==> config.mk <==
export PLATFORM = sky130hd
export DESIGN_NAME = mips_main_ctrl
export DESIGN_NICKNAME = d
export VERILOG_FILES = /design/src/rtl/mips_pkg.sv /design/src/rtl/mips_main_ctrl.sv
export SDC_FILE = /design/constraint.sdc
export NUM_CORES = 1
export LEC_CHECK = 0
export ABC_CLOCK_PERIOD_IN_PS = 1650
export CAP_MARGIN = 20
export CORE_UTILIZATION = 40
export CTS_CLUSTER_DIAMETER = 200
export DETAILED_ROUTE_END_ITERATION = 16
export PLACE_DENSITY = 0.85
export SYNTH_ARGS = -nofsm -noshare
export SYNTH_HDL_FRONTEND = slang
export SYNTH_SLANG_ARGS = --single-unit
==> constraint.sdc <==
create_clock -name clk -period 1.65 [get_ports clk]
set_input_delay 0.33 -clock clk [delete_from_list [all_inputs] [get_ports clk]]
set_output_delay 0.33 -clock clk [all_outputs]
set_load 0.02 [all_outputs]
==> src/rtl/mips_pkg.sv <==
// Shared encodings for the multicycle MIPS control path: opcodes, ALUOp,
// mux selects and the main controller state type.
package mips_pkg;

    localparam logic [5:0] OP_RTYPE = 6'h00;
    localparam logic [5:0] OP_LW    = 6'h23;
    localparam logic [5:0] OP_SW    = 6'h2B;
    localparam logic [5:0] OP_BEQ   = 6'h04;
    localparam logic [5:0] OP_ADDI  = 6'h08;
    localparam logic [5:0] OP_J     = 6'h02;

    // ALUOp is also decoded by the ALU control block, so keep these in sync
    localparam logic [1:0] ALUOP_ADD   = 2'b00;
    localparam logic [1:0] ALUOP_SUB   = 2'b01;
    localparam logic [1:0] ALUOP_FUNCT = 2'b10;

    localparam logic [1:0] PCSRC_ALU    = 2'b00;
    localparam logic [1:0] PCSRC_ALUOUT = 2'b01;
    localparam logic [1:0] PCSRC_JUMP   = 2'b10;

    localparam logic [1:0] SRCB_B     = 2'b00;
    localparam logic [1:0] SRCB_FOUR  = 2'b01;
    localparam logic [1:0] SRCB_IMM   = 2'b10;
    localparam logic [1:0] SRCB_IMMSH = 2'b11;

    typedef enum logic [3:0] {
        S_FETCH    = 4'd0,
        S_DECODE   = 4'd1,
        S_MEMADR   = 4'd2,
        S_MEMRD    = 4'd3,
        S_MEMWB    = 4'd4,
        S_MEMWR    = 4'd5,
        S_EXECUTE  = 4'd6,
        S_ALUWB    = 4'd7,
        S_BRANCH   = 4'd8,
        S_ADDIEXEC = 4'd9,
        S_ADDIWB   = 4'd10,
        S_JUMP     = 4'd11
    } state_t;

endpackage

==> src/rtl/mips_main_ctrl.sv <==
// Multicycle MIPS main controller: sequences each instruction through its
// states and drives the datapath enables, mux selects and ALUOp.
module mips_main_ctrl
    import mips_pkg::*;
(
    input  logic       clk,
    input  logic       rst_n,
    input  logic [5:0] opcode,
    input  logic       zero,
    input  logic       mem_ready,
    output logic       mem_req,
    output logic       mem_write,
    output logic       i_or_d,
    output logic       ir_write,
    output logic       pc_write,
    output logic [1:0] pc_src,
    output logic       alu_src_a,
    output logic [1:0] alu_src_b,
    output logic [1:0] alu_op,
    output logic       reg_write,
    output logic       reg_dst,
    output logic       mem_to_reg,
    output logic       illegal_op
);

    state_t state;
    state_t next_state;

    always_ff @(posedge clk or negedge rst_n) begin
        if (!rst_n) state <= S_FETCH;
        else        state <= next_state;
    end

    always_comb begin
        next_state = state;
        mem_req    = 1'b0;
        mem_write  = 1'b0;
        i_or_d     = 1'b0;
        ir_write   = 1'b0;
        pc_write   = 1'b0;
        pc_src     = PCSRC_ALU;
        alu_src_a  = 1'b0;
        alu_src_b  = SRCB_B;
        alu_op     = ALUOP_ADD;
        reg_write  = 1'b0;
        reg_dst    = 1'b0;
        mem_to_reg = 1'b0;
        illegal_op = 1'b0;

        unique case (state)
            S_FETCH: begin
                mem_req   = 1'b1;
                alu_src_b = SRCB_FOUR;
                ir_write  = mem_ready;
                pc_write  = mem_ready;
                if (mem_ready) next_state = S_DECODE;
            end
            S_DECODE: begin
                alu_src_b = SRCB_IMMSH;
                case (opcode)
                    OP_LW, OP_SW: next_state = S_MEMADR;
                    OP_RTYPE:     next_state = S_EXECUTE;
                    OP_BEQ:       next_state = S_BRANCH;
                    OP_ADDI:      next_state = S_ADDIEXEC;
                    OP_J:         next_state = S_JUMP;
                    default: begin
                        next_state = S_FETCH;
                        illegal_op = 1'b1;
                    end
                endcase
            end
            S_MEMADR: begin
                alu_src_a = 1'b1;
                alu_src_b = SRCB_IMM;
                if      (opcode == OP_LW) next_state = S_MEMRD;
                else if (opcode == OP_SW) next_state = S_MEMWR;
                else                      next_state = S_FETCH;
            end
            S_MEMRD: begin
                mem_req = 1'b1;
                i_or_d  = 1'b1;
                if (mem_ready) next_state = S_MEMWB;
            end
            S_MEMWB: begin
                reg_write  = 1'b1;
                mem_to_reg = 1'b1;
                next_state = S_FETCH;
            end
            S_MEMWR: begin
                mem_req   = 1'b1;
                mem_write = 1'b1;
                i_or_d    = 1'b1;
                if (mem_ready) next_state = S_FETCH;
            end
            S_EXECUTE: begin
                alu_src_a  = 1'b1;
                alu_op     = ALUOP_FUNCT;
                next_state = S_ALUWB;
            end
            S_ALUWB: begin
                reg_write  = 1'b1;
                reg_dst    = 1'b1;
                next_state = S_FETCH;
            end
            S_BRANCH: begin
                alu_src_a  = 1'b1;
                alu_op     = ALUOP_SUB;
                pc_src     = PCSRC_ALUOUT;
                pc_write   = zero;
                next_state = S_FETCH;
            end
            S_ADDIEXEC: begin
                alu_src_a  = 1'b1;
                alu_src_b  = SRCB_IMM;
                next_state = S_ADDIWB;
            end
            S_ADDIWB: begin
                reg_write  = 1'b1;
                next_state = S_FETCH;
            end
            S_JUMP: begin
                pc_src     = PCSRC_JUMP;
                pc_write   = 1'b1;
                next_state = S_FETCH;
            end
            default: next_state = S_FETCH;
        endcase

        // Reset must silence the memory request immediately, not a cycle later
        if (!rst_n) begin
            mem_req    = 1'b0;
            mem_write  = 1'b0;
            i_or_d     = 1'b0;
            ir_write   = 1'b0;
            pc_write   = 1'b0;
            pc_src     = PCSRC_ALU;
            alu_src_a  = 1'b0;
            alu_src_b  = SRCB_B;
            alu_op     = ALUOP_ADD;
            reg_write  = 1'b0;
            reg_dst    = 1'b0;
            mem_to_reg = 1'b0;
            illegal_op = 1'b0;
        end
    end

endmodule

==> Word-level counts from Yosys, hierarchy flattened <==
Cells that the tools add are included.
{ "op_classes": {"shift": 0, "reduce_logical": 10, "bitwise_logic": 0, "div": 0, "eq_ne": 19, "n_lt_le_gt_ge": 0, "mux": 34, "add_sub_neg": 0, "mul": 0} }
{ "op_table": {"columns": ["operator", "count"], "rows": [
  ["$pmux W4 S7", 1],
  ["$mux W1", 20],
  ["$pmux W4 S5", 1],
  ["$eq A4 B3 Y1 const B", 4],
  ["$eq A4 B4 Y1 const B", 4],
  ["$eq A6 B6 Y1 const B", 2],
  ["$mux W4", 3],
  ["$eq A4 B2 Y1 const B", 2],
  ["$pmux W2 S2", 2],
  ["$eq A6 B2 Y1 const B", 1],
  ["$eq A6 B3 Y1 const B", 1],
  ["$eq A6 B4 Y1 const B", 1],
  ["$logic_not A6 Y1", 1],
  ["$mux W2", 3],
  ["$mux W3", 2],
  ["$ne A2 B2 Y1 const B", 3],
  ["$pmux W2 S3", 1],
  ["$reduce_or A2 Y1", 3],
  ["$reduce_or A3 Y1", 2],
  ["$reduce_or A6 Y1", 1],
  ["$eq A4 B1 Y1 const B", 1],
  ["$logic_not A4 Y1", 1],
  ["$reduce_or A4 Y1", 1],
  ["$pmux W1 S3", 1],
  ["$reduce_and A3 Y1", 1]
]} }
{ "word_totals": {"regBits": 4, "mem_count": 0, "latch_bits": 0, "inputBits": 10, "output_inout_bits": 16, "wordCells": 64, "romBits": 0, "ramBits": 0} }

==> Depth between registers and ports, before layout <==
Gate-level depths: netlist of run 1.
{ "logic_depth": {"word_depth": 5, "mapped_depth": 6, "depth_no_buf": 4} }

==> Worst setup path before layout of run 1 <==
Ideal clock, no wire load.
{ "synth_timing": {"kind": "register to output", "start": "register state[1]", "end": "output port pc_write", "path_buffers": 2, "stages_incl_launch_ff": 5, "slack_ns": -0.254, "arrival_ns": 1.574, "t_required_ns": 1.320, "path_cell_list": "dfrtp_1 buf_6 clkbuf_1 nor3_1 a32o_1"} }
{ "synth_between": {"elab_chain_len": 3, "word_cells_on_any_way": 5, "classes_between": "eq/ne (2); mux (2); reduce/logical (1)"} }
{ "synth_rtl": {"columns": ["item", "line_no", "text"], "rows": [
  ["start: declaration", "mips_main_ctrl.sv:26", "state_t state;"],
  ["start signal: assignment", "mips_main_ctrl.sv:31", "else state <= next_state;"],
  ["$eq A4 B4 Y1 or $logic_not A4 Y1 (tied branches)", "mips_main_ctrl.sv:50", "unique case (state)"],
  ["$pmux W1 S3 (*)", "mips_main_ctrl.sv:50", null],
  ["$mux W1 (*)", "mips_main_ctrl.sv:130", "if (!rst_n) begin"],
  ["end: declaration", "mips_main_ctrl.sv:15", "output logic pc_write,"]
]} }
Every way passes the cells marked *; elsewhere a longest branch is shown, timed or not.

==> Worst setup path after layout of run 1 <==
{ "layout_timing": {"start": "register state[0]", "end": "output port reg_write"} }
{ "layout_between": {"elab_chain_len": 4, "word_cells_on_any_way": 6, "classes_between": "eq/ne (3); mux (2); reduce/logical (1)"} }
{ "layout_rtl": {"columns": ["item", "line_no", "text"], "rows": [
  ["$eq A4 B3 Y1 or $eq A4 B4 Y1 (tied branches)", "mips_main_ctrl.sv:50", null],
  ["$reduce_or A3 Y1 (no line) (*)", null, null],
  ["$mux W1 (*)", "mips_main_ctrl.sv:50", null],
  ["$mux W1 (*)", "mips_main_ctrl.sv:130", null],
  ["end: declaration", "mips_main_ctrl.sv:20", "output logic reg_write,"]
]} }
Marks and branches as above.

==> metrics, run 1 <==
status finished with violations; failing checks setup timing; Max Cap Viol 0; post-route setup slack -0.315 ns; Worst Tran Pin Value 0.446 ns; die height 40.2 um; Compound-Gate Fraction of Synth Area 23.8%; Routability Congestion 0.923; DRC 0; Synth area leader dfrtp_1; Routed wire per std cell approximately 24 um; via/cell ratio slightly below 7; width of the die between 40 and 50 um; clock power share between 20% and 30%; CTS Sinks 4; PwrDens 501 nW/um^2; mean post-synth cell area 7.02 um^2; Final #Nets 162; Combinational Power Share approximately three fifths; post-synthesis xor/xnor area fraction 4.51%; Final Power 641 uW; clk root buf clkbuf_4; die area between 1500 and 2000 um^2; crit path from state[0]$_DFFE_PN0P_; register with the most flip-flops state; Antenna diodes 0; share of cells above drive strength 1 62.7%; Synth async-reset ratio 100%; Largest regs state (4); IO Count 26; clock tree buffer depth 2; Mapped Area 583 um^2; max-slew violation count 0; CTS tree yes; number of global-route vias before repair between 900 and 1000; clk slew on worst S/H paths around 0.050 ns; post-synthesis adder-cell area fraction 0%; Layout Utilization 95.9%; endpoints failing setup 15; Post-synth EDFFs 0; Pre-antenna DRT Iters 5; Slew HR 70.2%; sequential share of the synthesized area around 17%; crit path capture type output pin; setup TNS -1.95 ns; simple-gate share of the synthesized area between 40 and 50%; mux cell area share after synthesis 0%; Hold WS 0.203 ns; Worst Hold Class primary input to async pin; ys flop type dfrtp_1; Initial Utilization between 40% and 50%; Worst Skew 0.0164 ns; Port Buf Inserts 25; Post-DP HPWL approximately 1.6 mm; Worst setup SP type register; worst endpoint required time 1.32 ns; clock latency on the worst-skew pair about 0.25 ns; crit path max fanout 6; Reg power frac a little under a fifth; minimum clock period roughly 2 ns; largest net degree at the start of global routing 13; synth cell count leaders nor2_1, nor3_1, nand2_1, nor2b_1, o21ai_0; GRT overflow 0; 1st-iter DRT viols 90; Final Hold Vio Count 0; #FFs+latches synth 4; P&R area growth vs syn 119%; Critical Path AT between 1.5 and 2 ns; Post-Syn Instances 83; number of H-tree levels 1; largest family of logic cells by synthesized area simple AND/OR/NAND/NOR gates; CTS buffer count 3; Ys Warns 0; largest cells by area after synthesis dfrtp_1, nor3_1, nor2b_1; Via Count around 1100; hold buffers post-CTS 0; Post-DRT Antenna Nets 0; CP Class register to output pin; fmax 0.509 GHz; Final Instance Area ~1300 um^2; Rows 13; WL final between 3 and 4 mm; syn_nets between 90 and 100; net switching power 261 uW; RSZ-0062 raised after global routing true; Layout Cells excl Fill roughly 170; post-synth top area share 17.2%; first-pass GRT wire length between 4 and 5 mm; max reg flops 4; initial antenna violation count 0; Cell Area, Placed around 1000 um^2; Leakage 0.612 nW; area of the core ~1300 um^2; Reg-to-Reg Start state[1]$_DFFE_PN0P_; Pint between 300 and 400 uW; library cells used by synthesis 34; GRT Util Overall roughly 40%; dpl cells around 150; most common cell in the netlist nor2_1; period utilization 119%; Worst IR Drop VDD around 0.54 mV; Switching Fraction a little over 40%; Setup Slack @ Placement -0.812 ns
[layout by cell type (no fill, tap or decap), types with 3 or more instances in the layout]
master,count
dfrtp_2,3
a21oi_1,3
nor3_1,3
o21ai_0,5
nand3_1,4
buf_4,44
nand2_1,5
nor2_1,7
buf_2,4
nor2b_4,3
clkbuf_4,3
dlygate4sd2_1,4
nor2b_1,3
nor3_2,5
buf_6,15
nor2_2,4
[power by group through the flow]
stage | Sequential (mW) | Combinational (mW) | Clock [mW]
5_1_grt | 0.120 | 0.400 | 0.140
4_1_cts | 0.117 | 0.318 | 0.124
6_report | 0.120 | 0.390 | 0.132
3_3_place_gp | 0.118 | 0.262 | 0
2_1_floorplan | 0.113 | 0.127 | 0
3_5_place_dp | 0.118 | 0.269 | 0
[area by class of cell]
| type | instances | area (um^2) |
|---|---|---|
| multi-input combinational | 72 | 546 |
| sequential | 4 | 104 |
| clock buffer | 3 | 22.5 |
| fill | 32 | 55.1 |
| tap | 15 | 18.8 |
| timing repair buffer | 70 | 584 |
| inverter | 1 | 3.75 |
[worst paths after layout]
check	to	slack [ns]	cells after the start
setup / recovery	reg_write	-0.31	5
hold / removal	state[0]$_DFFE_PN0P_	0.20	2
setup reg to reg	state[0]$_DFFE_PN0P_	0.07	7
hold reg to reg	state[0]$_DFFE_PN0P_	0.66	2
max in group asynchronous	state[3]$_DFFE_PN0P_	1.31	2
min in group clk	state[0]$_DFFE_PN0P_	0.66	2
[worst max-delay path, cell delays in order (launching register included)]
cell and delay (ns):
dfrtp_2 0.45, buf_4 0.16, nor2b_2 0.26, a21oi_1 0.15, nor2b_1 0.19, buf_4 0.18
[metal layers]
metal,vias up,routed length (um),track usage (%)
met2,132,1730,74.6
met1,513,1310,37.2
li1,442,-,-
met5,-,0,0
met4,0,303,19.2
met3,51,542,14.4
[timing repair]
action                                 4_1_cts  5_1_grt
setup buffers                               13        1
resized for setup                          116       22
pin swaps                                   11        8
endpoints found under the hold margin        0        0
setup endpoints to repair                   18       16
[logic make-up after synthesis]
group                     Yosys count
DFF                                 4
buffers and inverters               7
AOI/OAI and AO/OA                  19
and+or+nand+nor                    50
xor gates and xnor gates            3
No activity file was read; power rests on OpenSTA's default activity.
==> run 2: changes to the inputs <==
- CTS_BUF_LIST: not set -> sky130_fd_sc_hd__clkbuf_16
==> run 2 against run 1 <==
The run now fails in global routing (5_1_grt). Synthesized cell count stayed put. Synthesized area unchanged.
==> metrics, run 2 <==
simple-gate share of the synthesized area 45.9% (unchanged); width of the die 40.2 um (unchanged); post-synthesis adder-cell area fraction 0% (unchanged); number of H-tree levels 1 (unchanged); Synth area leader dfrtp_1 (unchanged); synth cell count leaders nor2_1, nor3_1, nand2_1, nor2b_1, o21ai_0 (unchanged); Rows 13 (unchanged); Routability Congestion 0.923 (unchanged); worst endpoint type top-level output; CTS buffer count 3 (unchanged); sequential share of the synthesized area 17.2% (unchanged); Post-Syn Instances 83 (unchanged); Mapped Area 583 um^2 (unchanged); Initial Utilization 43.7% (unchanged); mux cell area share after synthesis 0% (unchanged); largest family of logic cells by synthesized area simple AND/OR/NAND/NOR gates (unchanged); Port Buf Inserts 25 (unchanged); syn_nets 93 (unchanged); Post-DP HPWL 1.64 mm (unchanged); library cells used by synthesis 34 (unchanged); largest net degree at the start of global routing 13; Compound-Gate Fraction of Synth Area 23.8% (unchanged); IO Count 26 (unchanged); #FFs+latches synth 4 (unchanged); GRT overflow 14; post-synthesis xor/xnor area fraction 4.51% (unchanged); clock tree buffer depth 2 (unchanged); Post-synth EDFFs 0 (unchanged); Err [ERROR GRT-0232] Routing congestion too high. Check the congestion heatmap in the GUI.; largest cells by area after synthesis dfrtp_1, nor3_1, nor2b_1 (unchanged); Crit. endpoint post-GRT repair reg_write; status aborted with a tool error (was finished with violations); GRT Util Overall between 70% and 80%; die height 40.2 um (unchanged); Synth async-reset ratio 100% (unchanged); mean post-synth cell area 7.02 um^2 (unchanged); clk root buf clkbuf_16 (was clkbuf_4); ys flop type dfrtp_1 (unchanged); Ys Warns 0 (unchanged); CTS Sinks 4 (unchanged); Halt Stage global routing (5_1_grt); post-synth top area share 17.2% (unchanged); most common cell in the netlist nor2_1 (unchanged)
## run 2: cell counts after synthesis
Identical to the previous run, type by type.
## run 2: logic make-up after synthesis
group,count (synthesis)
AND/OR/NAND/NOR,50
buffers and inverters,7
flip-flops,4
XOR/XNOR,3
AO/OA/AOI/OAI,19
## run 2: through the flow
stage / instance area (um^2) / setup slack, ns / instances / hold slack [ns] / utilization, %
after floorplan: 594 / 0.0309 / 83 / 0.0344 / -
after global placement: 1050 / -0.753 / 148 / 0.659 / 78.7
after detailed placement: 1050 / -0.812 / 148 / 0.658 / 78.7
after CTS: 1230 / -0.0826 / 160 / 0.196 / 92.2
## run 2: per-layer routing
metal,global-route usage [%],GRT overflow
met1,68.5,0
met2,91.5,7
met3,45.0,0
met4,85.8,7
met5,4.17,0
## run 2: what timing repair did
item,4_1_cts
setup endpoints to repair,19
resized for setup,118
setup buffers,9
hold buffers,0
pin swaps,12
==> run 3: changes to the inputs <==
- CORE_AREA: not set -> 2 2 63 65
- CORE_UTILIZATION: 40 -> not set
- CTS_BUF_LIST: sky130_fd_sc_hd__clkbuf_16 -> not set
- CTS_CLUSTER_DIAMETER: 200 -> not set
- DIE_AREA: not set -> 0 0 65 67
- PLACE_DENSITY: 0.85 -> not set
- PLACE_DENSITY_LB_ADDON: not set -> 0.15
==> run 3 against run 2 <==
The flow now finishes, with violations (setup timing).
==> metrics, run 3 (same netlist as run 1, synthesis figures left out) <==
Combinational Power Share 52.6%; share of cells above drive strength 1 a little under two thirds; register with the most flip-flops state; GRT Util Overall around an eighth; via/cell ratio about 4.3; post-route setup slack -0.0752 ns; Worst Tran Pin Value between 0.3 and 0.4 ns; number of global-route vias before repair around 870; Largest regs state (4); Layout Utilization 38.4%; clk root buf clkbuf_8 (was clkbuf_16); Slew HR 77.7%; Worst Skew 0.00387 ns; failing checks setup timing; most frequent cells in the layout buf_4, buf_6, nor2_1; CP max-delay cell dfrtp_1; max reg flops 4; CP Class register to output pin; clock latency on the worst-skew pair 0.22 ns; Routability Congestion 0.770 (was 0.923); CTS Sinks 4 (unchanged); Final Hold Vio Count 0; Rows 22 (was 13); 1st-iter DRT viols 14; CTS buffer count 3 (unchanged); Final Instance Area between 1000 and 1500 um^2; Worst IR Drop VDD a little over 0.4 mV; period utilization 105%; Crit path top cell by count buf_6; Critical Path AT between 1 and 1.5 ns; clk slew on worst S/H paths 0.03 ns; minimum clock period 1.73 ns; crit path max fanout 4; largest net degree at the start of global routing 8; number of fill cells between 300 and 400; net switching power ~220 uW; endpoints failing setup 9; Switching Fraction 32.6%; clock power share 29.9%; initial antenna violation count 0; CP top delay family simple AND/OR/NAND/NOR gates; max-slew violation count 0; Initial Utilization 16.2% (was 43.7%); Via Count 861; crit path capture type output pin; dpl cells 185 (was 148); Post-DRT Antenna Nets 0; die area 4360 um^2; P&R area growth vs syn 138%; Post-DP HPWL 1.83 mm (was 1.64 mm); CP peak stage delay slightly below 0.4 ns; IO Count 26 (unchanged); Max Cap Viol 0; Port Buf Inserts 25 (unchanged); CTS tree yes; area of the core approximately 3600 um^2; Antenna diodes 0; Pre-antenna DRT Iters 4; Cell Area, Placed 1120 um^2 (was 1050 um^2); number of H-tree levels 1 (unchanged); status finished with violations (was aborted with a tool error); Worst Hold Class primary input to async pin; width of the die 65 um (was 40.2 um); clock tree buffer depth 2 (unchanged); die height 67 um (was 40.2 um); Worst setup SP type register; Routed wire per std cell about 12 um; Hold WS 0.306 ns; Critical path buffers and inverters 3; GRT overflow 0; Reg power frac 17.5%; Layout Cells excl Fill approximately 200; DRC 0; fmax 0.580 GHz; WL final about 2.5 mm; PwrDens 488 nW/um^2; RSZ-0062 raised after global routing true; Pint around 460 uW; Final #Nets approximately 160; most common cell after layout, fill and taps aside buf_4; first-pass GRT wire length around 4 mm; cells along the critical path buf_6 > nor2b_4 > buf_6 > nand2_4 > nor3_4 > buf_6; Leakage roughly 0.64 nW; worst endpoint required time between 1 and 1.5 ns
-- run 3: routing by layer --
layer  wire [um]  GRT usage, %  vias to the layer above  part of all wire [%]
met5           0             0                        -                     0
met4           0          1.86                        0                     0
met3         140          3.38                        0                   5.7
met2        1260          22.0                       35                    51
met1        1060          13.5                      385                    43
li1            -             -                      441                     -
-- run 3: final timing paths --
check | to | slack (ns) | from | cells past startpoint
worst max register to register | state[0]$_DFFE_PN0P_ | 0.17 | state[1]$_DFFE_PN0P_ | 7
worst min register to register | state[2]$_DFFE_PN0P_ | 0.70 | state[3]$_DFFE_PN0P_ | 3
worst max-delay path | mem_to_reg | -0.08 | state[3]$_DFFE_PN0P_ | 6
max in group asynchronous | state[2]$_DFFE_PN0P_ | 1.24 | rst_n | 3
worst min-delay path | state[3]$_DFFE_PN0P_ | 0.31 | rst_n | 3
min in group clk | state[2]$_DFFE_PN0P_ | 0.68 | opcode[0] | 6
-- run 3: repair_timing --
item,4_1_cts,5_1_grt
setup buffers,6,5
hold buffers,0,0
endpoints found under the setup margin,18,16
pin swaps,7,11
resized for setup,116,33
cloned,0,0
-- run 3: area by class of cell --
class                   instances  area, um^2  share of cell area [%]
repair buffers                 71         602                    43.5
multi-input cells              72         574                    41.5
flip-flops and latches          4         104                    7.50
well taps                      48        60.1                    4.34
clock buffers                   3        41.3                    2.98
inverters                       1        3.75                   0.271
-- run 3: power by group through the flow --
stage               Combinational (mW)  Sequential (mW)  Clock [mW]
floorplan                        0.127            0.113           0
global placement                 0.289            0.115           0
detailed placement               0.288            0.115           0
CTS                              0.323            0.117       0.207
global route                     0.385            0.121       0.221
finish                           0.355            0.118       0.202
-- run 3: tightest hold or removal path: stages --
cell	delay, ns
dlygate4sd2_1	0.24
buf_6	0.14
buf_4	0.12
-- run 3: stage by stage --
stage | setup TNS (ns) | setup slack (ns) | power (mW)
4_1_cts | -0.346 | -0.123 | 0.647
6_report | -0.323 | -0.0752 | 0.676
2_1_floorplan | 0 | 0.0309 | 0.240
5_1_grt | -1.14 | -0.142 | 0.727
3_3_place_gp | -11.17 | -0.840 | 0.404
3_5_place_dp | -11.33 | -0.818 | 0.403
==> run 4: changes to the inputs <==
- ABC_AREA: not set -> 1
==> run 4 against run 3 <==
The flow still finishes with violations (setup timing). Wire length is 15% lower. Sequential share of layout area is 1.1 points higher. Synthesized area is 11% lower. Non-clock buffer count is 17 lower. Critical path type is now primary input to output pin. Sequential cell count unchanged. Largest power group unchanged. Via count decreased by 5.0%. Maximum frequency shrank 0.69%. Global-route usage is 1.6 points lower. First-iteration DRC count is 29% higher.
==> metrics, run 4 <==
clock latency on the worst-skew pair 0.22 ns (about the same); max-slew violation count 0 (unchanged); number of fill cells 389 (was 388); Leakage 0.636 nW (was 0.635 nW); Mapped Area 517 um^2 (was 583 um^2); WL final 2.08 mm (was 2.45 mm); #FFs+latches synth 4 (unchanged); ys flop type dfrtp_1 (unchanged); clk slew on worst S/H paths 0.03 ns (about the same); via/cell ratio 3.99 (was 4.33); Ys Warns 0 (unchanged); Worst Tran Pin Value 0.246 ns (was 0.330 ns); failing checks setup timing (unchanged); GRT Util Overall 10.2% (was 11.8%); library cells used by synthesis 15 (was 34); initial antenna violation count 0 (unchanged); number of global-route vias before repair 828 (was 874); P&R area growth vs syn 135% (was 138%); Post-synth EDFFs 0 (unchanged); first-pass GRT wire length 3.48 mm (was 4.01 mm); number of H-tree levels 1 (unchanged); 1st-iter DRT viols 18 (was 14); DRC 0 (unchanged); Final Hold Vio Count 0 (unchanged); clock tree buffer depth 2 (unchanged); Pre-antenna DRT Iters 4 (unchanged); endpoints failing setup 4 (was 9); Slew HR 83.6% (was 77.7%); Synth area leader nand2_1 (was dfrtp_1); max reg flops 4 (unchanged); synth cell count leaders nand2_1, nor2_1, inv_1 (was nor2_1, nor3_1, nand2_1, nor2b_1, o21ai_0); largest net degree at the start of global routing 8 (unchanged); Combinational Power Share 69.3% (was 52.6%); Synth async-reset ratio 100% (unchanged); Reg power frac 13.2% (was 17.5%); setup TNS -0.156 ns (was -0.323 ns); Final Power 1.15 mW (was 676 uW); CP Class primary input to output pin (was register to output pin); die area 4360 um^2 (unchanged); Largest regs state (4) (unchanged); share of cells above drive strength 1 56.7% (was 63.6%); Hold WS 0.306 ns (about the same); Post-DRT Antenna Nets 0 (unchanged); most frequent cells in the layout buf_4, nand2_1, nor2_1 (was buf_4, buf_6, nor2_1); Switching Fraction 42.9% (was 32.6%); Layout Cells excl Fill 205 (was 199); Initial Utilization 14.3% (was 16.2%); CTS tree yes (unchanged); Critical Path AT 1.41 ns (was 1.40 ns); most common cell after layout, fill and taps aside buf_4 (unchanged); IO Count 26 (unchanged); sequential share of the synthesized area 19.4% (was 17.2%); mean post-synth cell area 5.17 um^2 (was 7.02 um^2); Post-Syn Instances 100 (was 83); RSZ-0062 raised after global routing true (unchanged); crit path max fanout 3 (was 4); Post-DP HPWL 1.62 mm (was 1.83 mm); Worst IR Drop VDD 0.317 mV (was 0.407 mV); post-synth top area share 21.1% (was 17.2%); Final Instance Area 1210 um^2 (was 1390 um^2); Worst setup SP type primary input (was register); Via Count 818 (was 861); CTS buffer count 3 (unchanged); dpl cells 192 (was 185); Worst Skew 0.00250 ns (was 0.00387 ns); status finished with violations (unchanged); worst endpoint required time 1.32 ns (about the same); Rows 22 (unchanged); register with the most flip-flops state (unchanged); GRT overflow 0 (unchanged); crit path capture type output pin (unchanged); largest cells by area after synthesis nand2_1, dfrtp_1, nor2_1 (was dfrtp_1, nor3_1, nor2b_1); Routed wire per std cell 10.1 um (was 12.3 um); net switching power 494 uW (was 220 uW); width of the die 65 um (unchanged); Worst Hold Class primary input to async pin (unchanged); Cell Area, Placed 973 um^2 (was 1120 um^2); Max Cap Viol 0 (unchanged); area of the core 3610 um^2 (unchanged); Routability Congestion 0.767 (was 0.770); Layout Utilization 33.7% (was 38.4%); post-route setup slack -0.0871 ns (was -0.0752 ns); Pint 657 uW (was 456 uW); Antenna diodes 0 (unchanged); die height 67 um (unchanged); Port Buf Inserts 25 (unchanged); Final #Nets 169 (was 163); register area 104 um^2 (unchanged); clk root buf clkbuf_8 (unchanged); fmax 0.576 GHz (was 0.580 GHz); multi-input logic area 468 um^2 (was 574 um^2); Setup Slack @ Placement -0.550 ns (was -0.818 ns); clock power share 17.6% (was 29.9%); CTS Sinks 4 (unchanged); most common cell in the netlist nand2_1 (was nor2_1); PwrDens 948 nW/um^2 (was 488 nW/um^2); minimum clock period 1.74 ns (was 1.73 ns); syn_nets 110 (was 93); period utilization 105% (about the same)
run 4: final timing paths:
check                                        to  cells after the start            startpoint  slack, ns
max                                  illegal_op                      6             opcode[5]      -0.09
min                        state[0]$_DFFE_PN0P_                      2                 rst_n       0.31
max reg2reg                state[2]$_DFFE_PN0P_                      9  state[3]$_DFFE_PN0P_       0.28
min reg2reg                state[2]$_DFFE_PN0P_                      3  state[1]$_DFFE_PN0P_       0.69
max in group asynchronous  state[3]$_DFFE_PN0P_                      2                 rst_n       1.21
min in group clk           state[2]$_DFFE_PN0P_                      5             opcode[3]       0.53
run 4: kinds of logic (layout without fill, tap and decap cells):
| logic type | Yosys count | count (layout) | synth area share, % |
|---|---|---|---|
| simple gates | 68 | 68 | 56.7 |
| compound gates | 9 | 9 | 10.2 |
| buf+inv | 19 | 76 | 13.8 |
| flops | 4 | 4 | 19.4 |
run 4: layer usage:
layer	vias up	track usage [%]	part of all wire (%)
li1	428	-	-
met1	365	11.4	43
met2	21	18.2	50
met3	4	3.38	6.5
met4	0	3.19	1.3
met5	-	0	0
run 4: final cells by class:
type | instances | area share [%]
timing repair inverter | 1 | 0.619
tap | 48 | 4.95
clock buffer | 3 | 3.40
inverter | 18 | 6.08
multi-input combinational | 77 | 38.6
timing repair buffer | 54 | 37.8
sequential | 4 | 8.56
run 4: critical path, stage by stage:
cell and delay (ns):
clkdlybuf4s50_1 0.47, nor2_2 0.19, nand4_1 0.13, nand4_1 0.09, nor2_1 0.04, buf_4 0.15
run 4: power groups by stage:
stage / Sequential [mW] / Clock, mW / Combinational (mW)
2_1_floorplan: 0.137 / 0 / 0.302
3_3_place_gp: 0.138 / 0 / 0.645
3_5_place_dp: 0.139 / 0 / 0.641
4_1_cts: 0.149 / 0.209 / 0.728
5_1_grt: 0.156 / 0.220 / 0.869
6_report: 0.152 / 0.202 / 0.797
run 4: timing repair:
| item | CTS | global route |
|---|---|---|
| buffers inserted | 4 | 5 |
| gates resized for setup | 107 | 27 |
| pin swaps | 4 | 5 |
| gates cloned | 1 | 0 |
| endpoints found under the setup margin | 16 | 15 |
| hold buffers | 0 | 0 |
